==> src/rtl/pipe_ctrl_if.sv <==
// ----------------------------------------------------------------------------
// pipe_ctrl_if
// Groups the pipeline-control signals exchanged between the pipeline stages
// and the pipe_ctrl block.
//   stallreq_if/id/ex/mem : per-stage stall requests        (to pipe_ctrl)
//   mem_except_type       : MEM-stage exception code, 0=none (to pipe_ctrl)
//   cp0_epc               : current CP0 EPC                  (to pipe_ctrl)
//   stall_ctrl            : per-stage stall, bit0 PC .. bit5 WB
//   flush, new_pc         : pipeline flush and redirect address
//   stall_timeout         : sticky "stall exceeded limit" flag
//   stall_cycles          : saturating count of stalled cycles
//   exc_count             : wrapping count of flushes taken
// Modports: master = pipeline side, slave = pipe_ctrl side.
// ----------------------------------------------------------------------------
interface pipe_ctrl_if;
  logic        stallreq_if;
  logic        stallreq_id;
  logic        stallreq_ex;
  logic        stallreq_mem;
  logic [31:0] mem_except_type;
  logic [31:0] cp0_epc;
  logic [5:0]  stall_ctrl;
  logic        flush;
  logic [31:0] new_pc;
  logic        stall_timeout;
  logic [31:0] stall_cycles;
  logic [15:0] exc_count;

  modport master (
    output stallreq_if, stallreq_id, stallreq_ex, stallreq_mem,
    output mem_except_type, cp0_epc,
    input  stall_ctrl, flush, new_pc, stall_timeout, stall_cycles, exc_count
  );

  modport slave (
    input  stallreq_if, stallreq_id, stallreq_ex, stallreq_mem,
    input  mem_except_type, cp0_epc,
    output stall_ctrl, flush, new_pc, stall_timeout, stall_cycles, exc_count
  );
endinterface

==> src/rtl/pipe_ctrl.sv <==
// ----------------------------------------------------------------------------
// pipe_ctrl
// Pipeline hazard/exception controller. Produces per-stage stall controls
// from the stage stall requests (deepest stage wins), and on a MEM-stage
// exception flushes the pipeline and redirects fetch to either the EPC (ERET)
// or the exception vector. A one-cycle GUARD state after each flush ignores
// the exception input so the same exception is not taken twice back-to-back.
// Also tracks stall statistics and a sticky stall-timeout flag.
// Ports:
//   clk  : clock, all state on posedge
//   rst  : asynchronous active-low reset
//   bus  : pipe_ctrl_if.slave (stall requests, exception info, controls,
//          statistics)
// stall_ctrl/flush/new_pc are combinational; counters/flags are registered.
// ----------------------------------------------------------------------------
module pipe_ctrl #(
  parameter logic [31:0] EXC_VECTOR  = 32'h0000_0020,
  parameter logic [7:0]  STALL_LIMIT = 8'd255
) (
  input logic        clk,
  input logic        rst,
  pipe_ctrl_if.slave bus
);

  localparam logic [31:0] ERET_CODE = 32'h0000_000e;

  typedef enum logic [0:0] {
    RUN   = 1'b0,
    GUARD = 1'b1
  } state_t;

  state_t      state_r;
  state_t      state_nxt_s;
  logic        flush_s;
  logic [31:0] new_pc_s;
  logic [5:0]  stall_ctrl_s;
  logic        stall_active_s;
  logic [7:0]  stall_run_r;
  logic        stall_timeout_r;
  logic [31:0] stall_cycles_r;
  logic [15:0] exc_count_r;

  // Stall mask for the deepest requesting stage; a stage stalls itself and
  // everything upstream of it.
  function automatic logic [5:0] stall_mask(input logic req_if, input logic req_id,
                                            input logic req_ex, input logic req_mem);
    logic [5:0] mask;
    if (req_mem) begin
      mask = 6'b011111;
    end else if (req_ex) begin
      mask = 6'b001111;
    end else if (req_id) begin
      mask = 6'b000111;
    end else if (req_if) begin
      mask = 6'b000011;
    end else begin
      mask = 6'b000000;
    end
    return mask;
  endfunction

  // FSM state register
  always_ff @(posedge clk or negedge rst) begin
    if (!rst) begin
      state_r <= RUN;
    end else begin
      state_r <= state_nxt_s;
    end
  end

  // Next state, flush/redirect and stall control; reset forces all idle
  always_comb begin
    state_nxt_s  = RUN;
    flush_s      = 1'b0;
    new_pc_s     = 32'h0000_0000;
    stall_ctrl_s = 6'b000000;
    case (state_r)
      RUN: begin
        if (bus.mem_except_type != 32'h0000_0000) begin
          flush_s     = 1'b1;
          state_nxt_s = GUARD;
          if (bus.mem_except_type == ERET_CODE) begin
            new_pc_s = bus.cp0_epc;
          end else begin
            new_pc_s = EXC_VECTOR;
          end
        end else begin
          state_nxt_s = RUN;
        end
      end
      GUARD: begin
        state_nxt_s = RUN;
      end
      default: begin
        state_nxt_s = RUN;
      end
    endcase

    if (!rst) begin
      flush_s      = 1'b0;
      new_pc_s     = 32'h0000_0000;
      stall_ctrl_s = 6'b000000;
    end else if (flush_s) begin
      // An exception overrides every stall request in its cycle.
      stall_ctrl_s = 6'b000000;
    end else begin
      stall_ctrl_s = stall_mask(bus.stallreq_if, bus.stallreq_id,
                                bus.stallreq_ex, bus.stallreq_mem);
    end
  end

  assign stall_active_s = (stall_ctrl_s != 6'b000000);

  // Consecutive-stall run length, saturating, cleared by any non-stall cycle
  always_ff @(posedge clk or negedge rst) begin
    if (!rst) begin
      stall_run_r <= 8'd0;
    end else if (flush_s || !stall_active_s) begin
      stall_run_r <= 8'd0;
    end else if (stall_run_r != 8'hFF) begin
      stall_run_r <= stall_run_r + 8'd1;
    end else begin
      stall_run_r <= stall_run_r;
    end
  end

  // Sticky stall-timeout flag; a flush clears it even if it would set now
  always_ff @(posedge clk or negedge rst) begin
    if (!rst) begin
      stall_timeout_r <= 1'b0;
    end else if (flush_s) begin
      stall_timeout_r <= 1'b0;
    end else if (stall_active_s && (stall_run_r == STALL_LIMIT)) begin
      stall_timeout_r <= 1'b1;
    end else begin
      stall_timeout_r <= stall_timeout_r;
    end
  end

  // Total stalled-cycle counter, saturating
  always_ff @(posedge clk or negedge rst) begin
    if (!rst) begin
      stall_cycles_r <= 32'd0;
    end else if (stall_active_s && (stall_cycles_r != 32'hFFFF_FFFF)) begin
      stall_cycles_r <= stall_cycles_r + 32'd1;
    end else begin
      stall_cycles_r <= stall_cycles_r;
    end
  end

  // Flush counter, wrapping
  always_ff @(posedge clk or negedge rst) begin
    if (!rst) begin
      exc_count_r <= 16'd0;
    end else if (flush_s) begin
      exc_count_r <= exc_count_r + 16'd1;
    end else begin
      exc_count_r <= exc_count_r;
    end
  end

  assign bus.stall_ctrl    = stall_ctrl_s;
  assign bus.flush         = flush_s;
  assign bus.new_pc        = new_pc_s;
  assign bus.stall_timeout = stall_timeout_r;
  assign bus.stall_cycles  = stall_cycles_r;
  assign bus.exc_count     = exc_count_r;

endmodule
==> src/flat_wrapper.sv <==
// flat-port wrapper written by rule: the top's interface ports become plain ports
module pipe_ctrl_flat 
#(
  parameter logic [31:0] EXC_VECTOR  = 32'h0000_0020,
  parameter logic [7:0]  STALL_LIMIT = 8'd255
)
  (clk, rst, bus_stallreq_if, bus_stallreq_id, bus_stallreq_ex, bus_stallreq_mem, bus_mem_except_type, bus_cp0_epc, bus_stall_ctrl, bus_flush, bus_new_pc, bus_stall_timeout, bus_stall_cycles, bus_exc_count);
  pipe_ctrl_if bus_i ();
  input logic clk;
  input logic rst;
  input wire logic [$bits(bus_i.stallreq_if)-1:0] bus_stallreq_if;
  input wire logic [$bits(bus_i.stallreq_id)-1:0] bus_stallreq_id;
  input wire logic [$bits(bus_i.stallreq_ex)-1:0] bus_stallreq_ex;
  input wire logic [$bits(bus_i.stallreq_mem)-1:0] bus_stallreq_mem;
  input wire logic [$bits(bus_i.mem_except_type)-1:0] bus_mem_except_type;
  input wire logic [$bits(bus_i.cp0_epc)-1:0] bus_cp0_epc;
  output wire logic [$bits(bus_i.stall_ctrl)-1:0] bus_stall_ctrl;
  output wire logic [$bits(bus_i.flush)-1:0] bus_flush;
  output wire logic [$bits(bus_i.new_pc)-1:0] bus_new_pc;
  output wire logic [$bits(bus_i.stall_timeout)-1:0] bus_stall_timeout;
  output wire logic [$bits(bus_i.stall_cycles)-1:0] bus_stall_cycles;
  output wire logic [$bits(bus_i.exc_count)-1:0] bus_exc_count;
  assign bus_i.stallreq_if = bus_stallreq_if;
  assign bus_i.stallreq_id = bus_stallreq_id;
  assign bus_i.stallreq_ex = bus_stallreq_ex;
  assign bus_i.stallreq_mem = bus_stallreq_mem;
  assign bus_i.mem_except_type = bus_mem_except_type;
  assign bus_i.cp0_epc = bus_cp0_epc;
  assign bus_stall_ctrl = bus_i.stall_ctrl;
  assign bus_flush = bus_i.flush;
  assign bus_new_pc = bus_i.new_pc;
  assign bus_stall_timeout = bus_i.stall_timeout;
  assign bus_stall_cycles = bus_i.stall_cycles;
  assign bus_exc_count = bus_i.exc_count;
  pipe_ctrl #(.EXC_VECTOR(EXC_VECTOR), .STALL_LIMIT(STALL_LIMIT)) u_core (.clk(clk), .rst(rst), .bus(bus_i));
endmodule
==> config.mk <==
export PLATFORM = sky130hd
export DESIGN_NAME = pipe_ctrl_flat
export DESIGN_NICKNAME = d
export VERILOG_FILES = /design/src/rtl/pipe_ctrl_if.sv /design/src/rtl/pipe_ctrl.sv /design/src/flat_wrapper.sv
export SDC_FILE = /design/constraint.sdc
export NUM_CORES = 1
export LEC_CHECK = 0
export CORE_UTILIZATION = 41
export DETAILED_ROUTE_END_ITERATION = 8
export GPL_ROUTABILITY_DRIVEN = 1
export PLACE_DENSITY = 0.78
export SYNTH_ARGS = -nofsm -noshare
export SYNTH_HDL_FRONTEND = slang
export SYNTH_SLANG_ARGS = --single-unit
==> constraint.sdc <==
create_clock -name clk -period 2.3 [get_ports clk]
set_clock_uncertainty 0.1 [all_clocks]
set_input_delay 0.23 -clock clk [delete_from_list [all_inputs] [get_ports clk]]
set_output_delay 0.23 -clock clk [all_outputs]
set_load 0.02 [all_outputs]
---- Word level (Yosys, flattened, before mapping) ----
Index checks and enable logic that the tools add are counted.
storage, ports and cells
  flip-flop bits (word level) ............. 58
  input port bits ......................... 70
  logic and storage cells ................. 39
  output and inout port bits .............. 88
cells by class
  reductions and logical operators ........ 8
  multiplexer cells ....................... 18
  bitwise gates (word level) .............. 1
  add/subtract/negate cells ............... 3
  eq/ne operators ......................... 4
operator list
  kind                                             count
  two-way mux 32 bit                               4
  adder 32 x 1 -> 32 bit (second input constant)   1
  == test 32 x 4 -> 1 bit (second input constant)  1
  inequality test 32 bit (second input constant)   1
  nonzero test 32 bit                              1
  two-way mux 6 bit                                5
  adder 16 x 1 -> 16 bit (second input constant)   1
  two-way mux 8 bit                                2
  adder 8 x 1 -> 8 bit (second input constant)     1
  == test 8 bit (second input constant)            1
  inequality test 8 bit (second input constant)    1
  nonzero test 6 bit                               1
  two-way mux 1 bit                                5
  nonzero test 2 bit                               2
  logical AND 1 bit                                2
  two-way mux 2 bit                                1
  case mux 1 bit (2 select lines)                  1
  zero test 1 bit                                  1
  logical OR 1 bit                                 1
  NOT 1 bit                                        1

---- Depth between registers and ports, before layout ----
Gate-level depths: netlist of the first run.
  word-level depth ........................ 10
  mapped depth ............................ 8
  depth with buffers taken out ............ 7

---- Worst setup path after synthesis of the first run ----
OpenSTA, ideal clock, no wires.
  kind .................................... reg-to-reg
  start ................................... reg u_core.stall_cycles_r[0], in the netlist u_core.bus.stall_cycles[0]
  end ..................................... reg u_core.stall_cycles_r[1], in the netlist u_core.bus.stall_cycles[1]
  data required time ...................... 2.075 ns
  library setup time ...................... 0.125 ns
  path buffers ............................ 1
  arrival time ............................ 1.978 ns
  setup slack ............................. 0.096 ns
  clock period less this slack ............ 2.204 ns
  cell stages (with the launch flop) ...... 8
  cells stage by stage .................... dfrtp_1 > ha_1 > nand3_1 > nor4_4 > and4_1 > buf_6 > nor2_2 > mux2_4
on the way
  longest elaborated chain between the ends .. 2
  elaborated cells between the ends (all ways) .. 3
  those cells by class .................... add/sub: 1; eq/ne: 1; reduce/logical: 1
ends and longest elaborated chain
  what                                                            line              source
  start: declaration                                              pipe_ctrl.sv:40   logic [31:0] stall_cycles_r;
  start signal: assignment                                        pipe_ctrl.sv:145  stall_cycles_r <= stall_cycles_r + 32'd1;
  start signal: assignment                                        pipe_ctrl.sv:147  stall_cycles_r <= stall_cycles_r;
  branches (longest 2 deep; another with adder 32 x 1 -> 32 bit)  --
Parallel ways; which one is timed is not known.
A chain may end at the register's enable or synchronous reset.

---- Final worst setup path of the first run ----
  start ................................... in bus_mem_except_type[13]
  end ..................................... out bus_flush
on the way
  longest elaborated chain between the ends .. 4
ends and longest elaborated chain
  what                 line                source
  start: declaration   flat_wrapper.sv:15  input wire logic [$bits(bus_i.mem_except_type)-1:0] bus_mem_except_type;
  nonzero test 32 bit  pipe_ctrl.sv:79     if (bus.mem_except_type != 32'h0000_0000) begin
  two-way mux 1 bit    pipe_ctrl.sv:79
  two-way mux 1 bit    pipe_ctrl.sv:77     case (state_r)
  two-way mux 1 bit    pipe_ctrl.sv:99     if (!rst) begin
  end: declaration     flat_wrapper.sv:18  output wire logic [$bits(bus_i.flush)-1:0] bus_flush;
No other way between the ends.

==> results.txt, run 1 <==
Crit path required time - 1970 ps
nature of the critical path startpoint - primary input
Synth area leader - dfrtp_1
Post-DP Area - 5100 um2
vias in the first global route - 3,456
Clock Path Buffers - 2
Synth Cell Area - 3260 um2
syn avg cell area - 10.0 um2
Leak - 2.46 nW
Hold Path Class - reg -> reg
Synth top area share - 0.446
Top FF cell, synth - dfrtp_1
TritonCTS Sinks - 58
die area - 8300 um2
fmax - 430 MHz
largest net degree at the start of global routing - 39
Final nets - 589
Layout area overhead - 62.5%
share of layout cells above drive strength 1 - 0.244
design area - 5290 um2
Num CTS Buffers - 9
IO buf count - 156
Routed Antenna Nets - 0
synthesis-stage register bit count - 58
Core ar. - 7690 um2
first-pass GRT wire length - 16.6 mm
Max Slew Vio Count - 0
fin cells - 622
final worst path period share - 1.01
Vias - 3,265
root buffer cell - clkbuf_8
worst setup margin - -23.8 ps
H-Tree Depth - 3
initial DRC count - 159
arrival time at the worst endpoint - 1990 ps
Worst-Skew Late Latency - 340 ps
Pre-antenna DRT Iters - 6
io pins - 158
WL final - 10.2 mm
Residual DRC - 0
GRT Resource Usage Total - 0.258
critical path class - in -> out
fin util - 0.688
Initial Utilization - 0.424
grt total ovfl - 0
Diodes inserted - 0
Synthesized Nets - 398
peak supply drop - 0.302 mV
Synth cell types - 44
CTS tree - done
pre-CTS setup slack - -599 ps
critical-path maximum fanout - 3
gpl congestion - 0.905
Tot Pwr - 2.99 mW
Power Density - 566 nW/um2
failing checks - negative setup slack
vias per cell - 5.25
post-synthesis sequential area ratio - 0.446
Warnings, synthesis - 0
Cells after DPL - 600
fin crit period - 2320 ps
final setup violating endpoints - 1
clk slew on worst S/H paths - 60 ps
fraction of registers with async set/reset - 1.00
worst hold slack - 408 ps
DP HPWL - 7.79 mm
setup TNS - -23.8 ps
die extent in y - 91.1 um
Syn Inst Count - 325
Worst setup EP type - primary output
final hold vios - 0
status - finished, violations left
max_cap viols - 0
Routed wire per std cell - 16.5 um
DIE WIDTH - 91.1 um
std cell rows - 32
Area contributors post-synth - dfrtp_1 (45%), xor2_1 (7.8%), and2_1 (6.0%), xnor2_1 (4.8%), nand3_1 (4.0%)
number of synthesized flops with an enable pin - 0
initial antenna violation count - 0
## cells in the final DEF, fill, tap and decap left out, types with 2 or more instances in the layout
cell type         n
nand4_1          19
xor2_1           29
nand3_1          26
buf_2            22
and3_1            9
and4_1            5
ha_1              3
nor2_2            2
nor4_4            3
clkbuf_8         12
buf_4            37
nand4_2           2
nor4_2           10
nor3_2           13
nor3_1            7
clkbuf_2          6
nand2_1          12
xnor2_1          18
and2_1           29
buf_12            2
dlygate4sd2_1    21
clkdlybuf4s50_1  96
o21ai_0           4
and2_4            2
inv_1             7
a21oi_1           5
nor2_1           28
dfrtp_1          58
buf_6             7
## path summary, 6_finish.rpt
path	from	cells after the start	to	slack [ps]
min reg2reg	u_core.bus.exc_count[11]	1	u_core.bus.exc_count[11]	410
min in group asynchronous	rst	4	u_core.bus.exc_count[14]	440
max in group asynchronous	rst	5	u_core.bus.stall_cycles[13]	910
min	u_core.bus.exc_count[11]	1	u_core.bus.exc_count[11]	410
max	bus_mem_except_type[13]	6	bus_flush	-20
max reg2reg	u_core.bus.stall_cycles[0]	7	u_core.bus.stall_cycles[30]	160
## state kept, by name, summed over array words and instances, names as in the netlist
| register | count |
|---|---|
| u_core.bus.exc_count | 16 |
| u_core.bus.stall_cycles | 32 |
| u_core.bus.stall_timeout | 1 |
| u_core.stall_run_r | 8 |
| u_core.state_r | 1 |
## cell usage after synthesis (2+ instances only)
| cell type | number |
|---|---|
| xor2_1 | 29 |
| nand2_1 | 12 |
| xnor2_1 | 18 |
| nor2_1 | 29 |
| and2_1 | 31 |
| and3_1 | 9 |
| ha_1 | 3 |
| o21ai_0 | 5 |
| a21oi_1 | 5 |
| nand4_1 | 19 |
| nor3_1 | 10 |
| buf_6 | 2 |
| and4_1 | 6 |
| nand4_2 | 2 |
| clkbuf_1 | 7 |
| nor4_1 | 7 |
| inv_1 | 7 |
| nand3_1 | 26 |
| buf_4 | 2 |
| nor4_2 | 5 |
| nor3_2 | 10 |
| dfrtp_1 | 58 |
| nor4_4 | 2 |
## metal layers
| layer | routed length [um] | share of wire | GRT usage |
|---|---|---|---|
| met1 | 3580 | 0.35 | 0.263 |
| met2 | 5760 | 0.56 | 0.499 |
| met3 | 557 | 0.054 | 0.0536 |
| met4 | 335 | 0.033 | 0.116 |
| met5 | 0 | 0 | 0 |
## kinds of logic (layout without fill, tap and decap cells)
group / Yosys count / count (layout) / synth area share
fa+ha+maj: 3 / 3 / 0.0115
mux: 4 / 4 / 0.0146
compound gates: 16 / 16 / 0.0315
simple gates: 174 / 174 / 0.331
buf+inv: 22 / 217 / 0.0380
other cells: 1 / 1 / 0.00115
flops: 58 / 58 / 0.446
xor+xnor: 47 / 47 / 0.126
## area by class of cell
class,instances,area [um2]
multi-input combinational,245,1760
sequential,58,1450
fill,612,2400
tap,102,128
inverter,8,30.0
clock buffer,13,169
timing repair buffer,194,1710
clock inverter,2,35.0
## critical path: stages
cell	delay, ps
clkdlybuf4s50_1	430
nor4_2	220
nand4_1	240
buf_4	210
o311a_1	350
clkdlybuf4s15_1	310
## power by group
group	switching (mW)	internal [mW]
Sequential	0.126	1.12
Combinational	0.370	0.408
Clock	0.387	0.582
Total	0.883	2.11
## repair_timing
item	4_1_cts	5_1_grt
hold endpoints to repair	20	0
hold buffers	1	0
setup endpoints to repair	40	46
gates cloned	3	0
resized for setup	142	45
pin swaps	12	3
setup buffers	2	1
No activity file was read; power rests on OpenSTA's default activity.
==> run 2: changes to the inputs <==
--- a/config.mk
+++ b/config.mk
@@ -5,10 +5,12 @@
 export SDC_FILE = /design/constraint.sdc
 export NUM_CORES = 1
 export LEC_CHECK = 0
-export CORE_UTILIZATION = 41
+export ABC_AREA = 1
+export CORE_MARGIN = 5
+export CORE_UTILIZATION = 45
 export DETAILED_ROUTE_END_ITERATION = 8
 export GPL_ROUTABILITY_DRIVEN = 1
-export PLACE_DENSITY = 0.78
+export PLACE_DENSITY = 0.79
 export SYNTH_ARGS = -nofsm -noshare
 export SYNTH_HDL_FRONTEND = slang
 export SYNTH_SLANG_ARGS = --single-unit
==> results.txt, run 2 <==
gpl congestion - 0.896
fraction of registers with async set/reset - 1.00
Synth top area share - 0.354
sequence of cells on the critical path - clkdlybuf4s50_1 -> nor2_1 -> nand2_1 -> nor2_1 -> nand2_2 -> nor3_4 -> buf_6 -> clkbuf_16 -> nand2_1 -> nor2_1 -> buf_4
H-Tree Depth - 3
WL final - 13.8 mm
status - finished, final reports clean
most numerous cell on the critical path - nor2_1
CP startpoint - bus_mem_except_type[25]
Core ar. - 8810 um2
Worst-Margin Slew - 602 ps
DP HPWL - 10.5 mm
WP buf/inv - 4
largest net degree at the start of global routing - 47
worst r2r dst - u_core.bus.stall_cycles[17]
max_cap viols - 0
clk slew on worst S/H paths - 60 ps
share of layout cells above drive strength 1 - 0.108
count leader, synth - nand2_1
fin crit period - 2280 ps
Layout area overhead - 47.0%
IO buf count - 156
arrival time at the worst endpoint - 1950 ps
grt total ovfl - 0
critical-path maximum fanout - 15
Synth area leader - dfrtp_1
syn avg cell area - 6.37 um2
combinational share of power - 0.239
Top FF cell, synth - dfrtp_1
std cell rows - 34
switching part of the total power - 0.297
Final nets - 884
R2R setup slack - 310 ps
WP depth - 11
clock power share - 0.364
TritonCTS Sinks - 58
Routed Antenna Nets - 0
Synth cell types - 29
worst hold slack - 187 ps
internal power - 2.20 mW
Power Density - 520 nW/um2
first-pass GRT wire length - 22.7 mm
synthesis-stage register bit count - 58
Pre-antenna DRT Iters - 6
layout filler cell count - 766
Syn Inst Count - 643
die area - 11,100 um2
root buffer cell - clkbuf_8
Crit path required time - 1970 ps
Worst-Skew Late Latency - 340 ps
Crit path largest cell delay - 430 ps
initial DRC count - 201
final hold vios - 0
max reg flops - 32
Reg2Reg Depth - 10
Synthesized Nets - 716
met2 usage - 0.423
Initial Utilization - 0.465
vias in the first global route - 4,626
DIE WIDTH - 105 um
commonest non-fill, non-tap cell in the layout - nand2_1
Clock Path Buffers - 2
Relative slew margins - 0.599
grt met1 use - 0.309
Synth Cell Area - 4100 um2
Residual DRC - 0
final setup violating endpoints - 0
met3 usage - 0.0617
vias per cell - 5.12
Tot Pwr - 3.13 mW
RSZ-0062 raised after global routing - true
Hold Path Class - in -> async
io pins - 158
Leak - 2.74 nW
post-synthesis sequential area ratio - 0.354
Warnings, synthesis - 0
Vias - 4,728
slowest stage cell, crit path - clkdlybuf4s50_1
GRT Resource Usage Total - 0.248
peak supply drop - 0.492 mV
fmax - 438 MHz
CTS tree - done
nature of the critical path startpoint - primary input
global routing's busiest layer - met2
critical path class - in -> out
initial antenna violation count - 0
worst r2r src - u_core.bus.stall_cycles[1]
leading cell types by count after synthesis - nand2_1 (268), nor2_1 (123), dfrtp_1 (58)
number of synthesized flops with an enable pin - 0
Max Slew Vio Count - 0
Num CTS Buffers - 9
CP delay by family, top - buffers and inverters
die extent in y - 105 um
most frequent cells in the layout - nand2_1 (268), nor2_1 (121), clkdlybuf4s50_1 (115), dfrtp_1 (58), nand4_1 (33)
final worst path period share - 0.992
net switching power - 930 uW
Diodes inserted - 0
Setup crit end - bus_new_pc[16]
Cells after DPL - 903
Seq pwr share - 0.396
Area contributors post-synth - dfrtp_1 (35%), nand2_1 (25%), nor2_1 (11%), nand4_1 (5.0%), xor2_1 (3.4%)
Worst setup EP type - primary output
Routed wire per std cell - 14.9 um
fin cells - 924
[run 2: through the flow]
step,util,setup TNS [ps],worst slack (ps),area (um2)
3_5_place_dp,0.663,-15820,-374,5840
3_3_place_gp,0.663,-12720,-310,5840
5_1_grt,0.684,-1430,-109,6030
4_1_cts,0.691,0,4.53,6090
2_1_floorplan,-,0,362,4100
6_report,0.684,0,18.7,6030
[run 2: per-layer routing]
| metal | wire [um] | part of all wire |
|---|---|---|
| met1 | 5640 | 0.41 |
| met2 | 6770 | 0.49 |
| met3 | 1030 | 0.075 |
| met4 | 343 | 0.025 |
| met5 | 0 | 0 |
[run 2: area by class of cell]
type | count | area [um2] | share of cell area
Clock buffer | 11 | 131 | 0.0218
Multi-Input combinational cell | 528 | 2410 | 0.400
Timing Repair Buffer | 180 | 1670 | 0.277
Tap cell | 108 | 135 | 0.0224
Clock inverter | 5 | 103 | 0.0170
Sequential cell | 58 | 1450 | 0.241
Inverter | 34 | 128 | 0.0212
[run 2: cells by family after synthesis]
logic type,share of synthesized area
flip-flops,0.354
XOR/XNOR,0.0598
buffers and inverters,0.0632
AO/OA/AOI/OAI,0.0305
adder cells (fa/ha/maj),0.00916
other,0.000915
AND/OR/NAND/NOR,0.482
[run 2: power groups by stage]
stage / logic, mW / registers, mW / clock network [mW]
final: 0.749 / 1.24 / 1.14
after global routing: 0.820 / 1.26 / 1.21
after CTS: 0.755 / 1.24 / 1.16
after detailed placement: 0.750 / 1.25 / 0
after global placement: 0.736 / 1.25 / 0
after floorplan: 0.230 / 1.34 / 0
[run 2: worst min path at each step]
stage,start,end,slack [ps]
after floorplan,rst,u_core.bus.exc_count[0],-170
after global placement,rst,u_core.bus.exc_count[0],-7
after detailed placement,rst,u_core.bus.exc_count[0],-4
after CTS,rst,u_core.bus.exc_count[0],180
after global routing,rst,u_core.bus.exc_count[0],200
final,rst,u_core.bus.exc_count[4],190
[run 2: repair_timing]
item                                    4_1_cts  5_1_grt
hold endpoints to repair                     12        0
gates resized for setup                     108       54
cloned                                        0        2
hold buffers                                  1        0
setup buffers                                 0        2
endpoints found under the setup margin       38       36
pin swaps                                     0        3
==> run 3: changes to the inputs <==
--- a/config.mk
+++ b/config.mk
@@ -6,11 +6,13 @@
 export NUM_CORES = 1
 export LEC_CHECK = 0
 export ABC_AREA = 1
+export CAP_MARGIN = 0
 export CORE_MARGIN = 5
-export CORE_UTILIZATION = 45
+export CORE_UTILIZATION = 30
 export DETAILED_ROUTE_END_ITERATION = 8
 export GPL_ROUTABILITY_DRIVEN = 1
-export PLACE_DENSITY = 0.79
+export MAX_ROUTING_LAYER = met4
+export PLACE_DENSITY = 0.55
 export SYNTH_ARGS = -nofsm -noshare
 export SYNTH_HDL_FRONTEND = slang
 export SYNTH_SLANG_ARGS = --single-unit
==> results.txt, run 3 (synthesis results as in run 2) <==
status - finished, final reports clean
Crit path required time - 1970 ps
critical path class - in -> out
fin crit period - 2180 ps
GRT Resource Usage Total - 0.186
Post-DP Area - 5910 um2
Hold Path Class - in -> async
most frequent cells in the layout - nand2_1 (267), nor2_1 (115), clkdlybuf4s50_1 (112), dfrtp_1 (58), nand4_1 (33)
Routed wire per std cell - 14.6 um
Power Density - 528 nW/um2
share of layout cells above drive strength 1 - 0.121
TritonCTS Sinks - 58
die area - 16,100 um2
worst r2r src - u_core.bus.stall_cycles[1]
Vias - 4,722
Worst setup EP type - primary output
Max Slew Vio Count - 0
Reg2Reg Depth - 9
final setup violating endpoints - 0
critical-path maximum fanout - 8
max reg flops - 32
R2R setup slack - 410 ps
Core ar. - 13,300 um2
grt total ovfl - 0
max_cap viols - 0
nature of the critical path startpoint - primary input
WL final - 14.5 mm
io pins - 158
DP HPWL - 11.0 mm
Layout area overhead - 50.7%
layout filler cell count - 1,360
final hold vios - 0
arrival time at the worst endpoint - 1850 ps
Cells after DPL - 972
CTS tree - done
root buffer cell - clkbuf_16
fin cells - 994
Residual DRC - 0
fmax - 459 MHz
Final nets - 886
clk slew on worst S/H paths - 60 ps
H-Tree Depth - 3
DIE WIDTH - 127 um
vias per cell - 4.75
largest net degree at the start of global routing - 52
vias in the first global route - 4,811
design area - 6180 um2
std cell rows - 42
Relative slew margins - 0.556
peak supply drop - 0.281 mV
Initial Utilization - 0.308
Worst-Skew Late Latency - 340 ps
Pre-antenna DRT Iters - 5
Diodes inserted - 0
initial DRC count - 231
Worst-Margin Slew - 666 ps
gpl congestion - 1.01
initial antenna violation count - 0
commonest non-fill, non-tap cell in the layout - nand2_1
final worst path period share - 0.946
die extent in y - 127 um
Num CTS Buffers - 9
IO buf count - 156
Clock Path Buffers - 2
Routed Antenna Nets - 0
worst r2r dst - u_core.bus.stall_cycles[3]
first-pass GRT wire length - 23.7 mm
Leak - 2.78 nW
==> run 3: changes by cell type in the layout (fill, tap and decap cells not counted), sizes merged, moves of 2 or more <==
cell / delta
dlymetal6s2s: +3
buf: -10
bufinv: -3
clkinv: +2
clkdlybuf4s50: -3
clkbuf: +12
==> run 3: repair_timing <==
item / 4_1_cts / 5_1_grt
setup endpoints to repair: 38 / 36
cloned: 0 / 2
pin swaps: 0 / 10
hold buffers: 1 / 0
buffers inserted: 0 / 3
gates resized for setup: 84 / 79
endpoints found under the hold margin: 7 / 0
==> run 3: power by group <==
part           internal (mW)  leakage [nW]  switching, mW
combinational          0.375          1.86          0.383
sequential              1.11         0.791          0.138
clock                  0.752         0.131          0.502
total                   2.24          2.78           1.02
==> run 3: how the worst max path moves through the flow <==
stage / start / end / slack [ps] / cells after the start
floorplan: u_core.bus.stall_cycles[0] / u_core.bus.stall_cycles[29] / 360 / 9
global placement: bus_mem_except_type[2] / bus_new_pc[8] / -320 / 9
detailed placement: bus_mem_except_type[2] / bus_new_pc[14] / -330 / 9
CTS: bus_mem_except_type[19] / bus_stall_ctrl[2] / 1 / 10
global route: bus_mem_except_type[11] / bus_new_pc[30] / -30 / 11
finish: bus_mem_except_type[8] / bus_new_pc[1] / 120 / 11
==> run 3: metal layers <==
layer / vias to the layer above / global-route usage / part of all wire
li1: 2374 / - / -
met1: 2181 / 0.211 / 0.41
met2: 142 / 0.318 / 0.50
met3: 25 / 0.0546 / 0.066
met4: 0 / 0.0574 / 0.022
met5: - / - / 0
==> run 3: critical path: stages <==
cell and delay (ps):
clkdlybuf4s50_1 400, nor2_1 100, nand2_1 70, nor2_2 140
inv_2 70, nor3_4 250, buf_12 170, buf_8 120
nand2_2 40, nor2_1 110, buf_4 150
==> run 3: through the flow <==
stage / power (mW) / setup slack, ps / hold slack [ps] / setup TNS, ps / utilization
floorplan: 1.57 / 362 / -166 / 0 / -
global placement: 2.02 / -322 / 33.2 / -13580 / 0.444
detailed placement: 2.02 / -333 / 35.7 / -15440 / 0.444
CTS: 3.31 / 0.951 / 203 / 0 / 0.466
global route: 3.43 / -25.7 / 238 / -230 / 0.465
finish: 3.26 / 124 / 219 / 0 / 0.465
==> run 3: area by class of cell <==
| type | count | area [um2] | share of cell area |
|---|---|---|---|
| Tap cell | 176 | 220 | 0.0356 |
| Sequential cell | 58 | 1450 | 0.235 |
| Multi-Input combinational cell | 528 | 2430 | 0.394 |
| Inverter | 34 | 128 | 0.0207 |
| Clock inverter | 5 | 30.0 | 0.00486 |
| Clock buffer | 11 | 243 | 0.0393 |
| Timing Repair Buffer | 182 | 1670 | 0.271 |
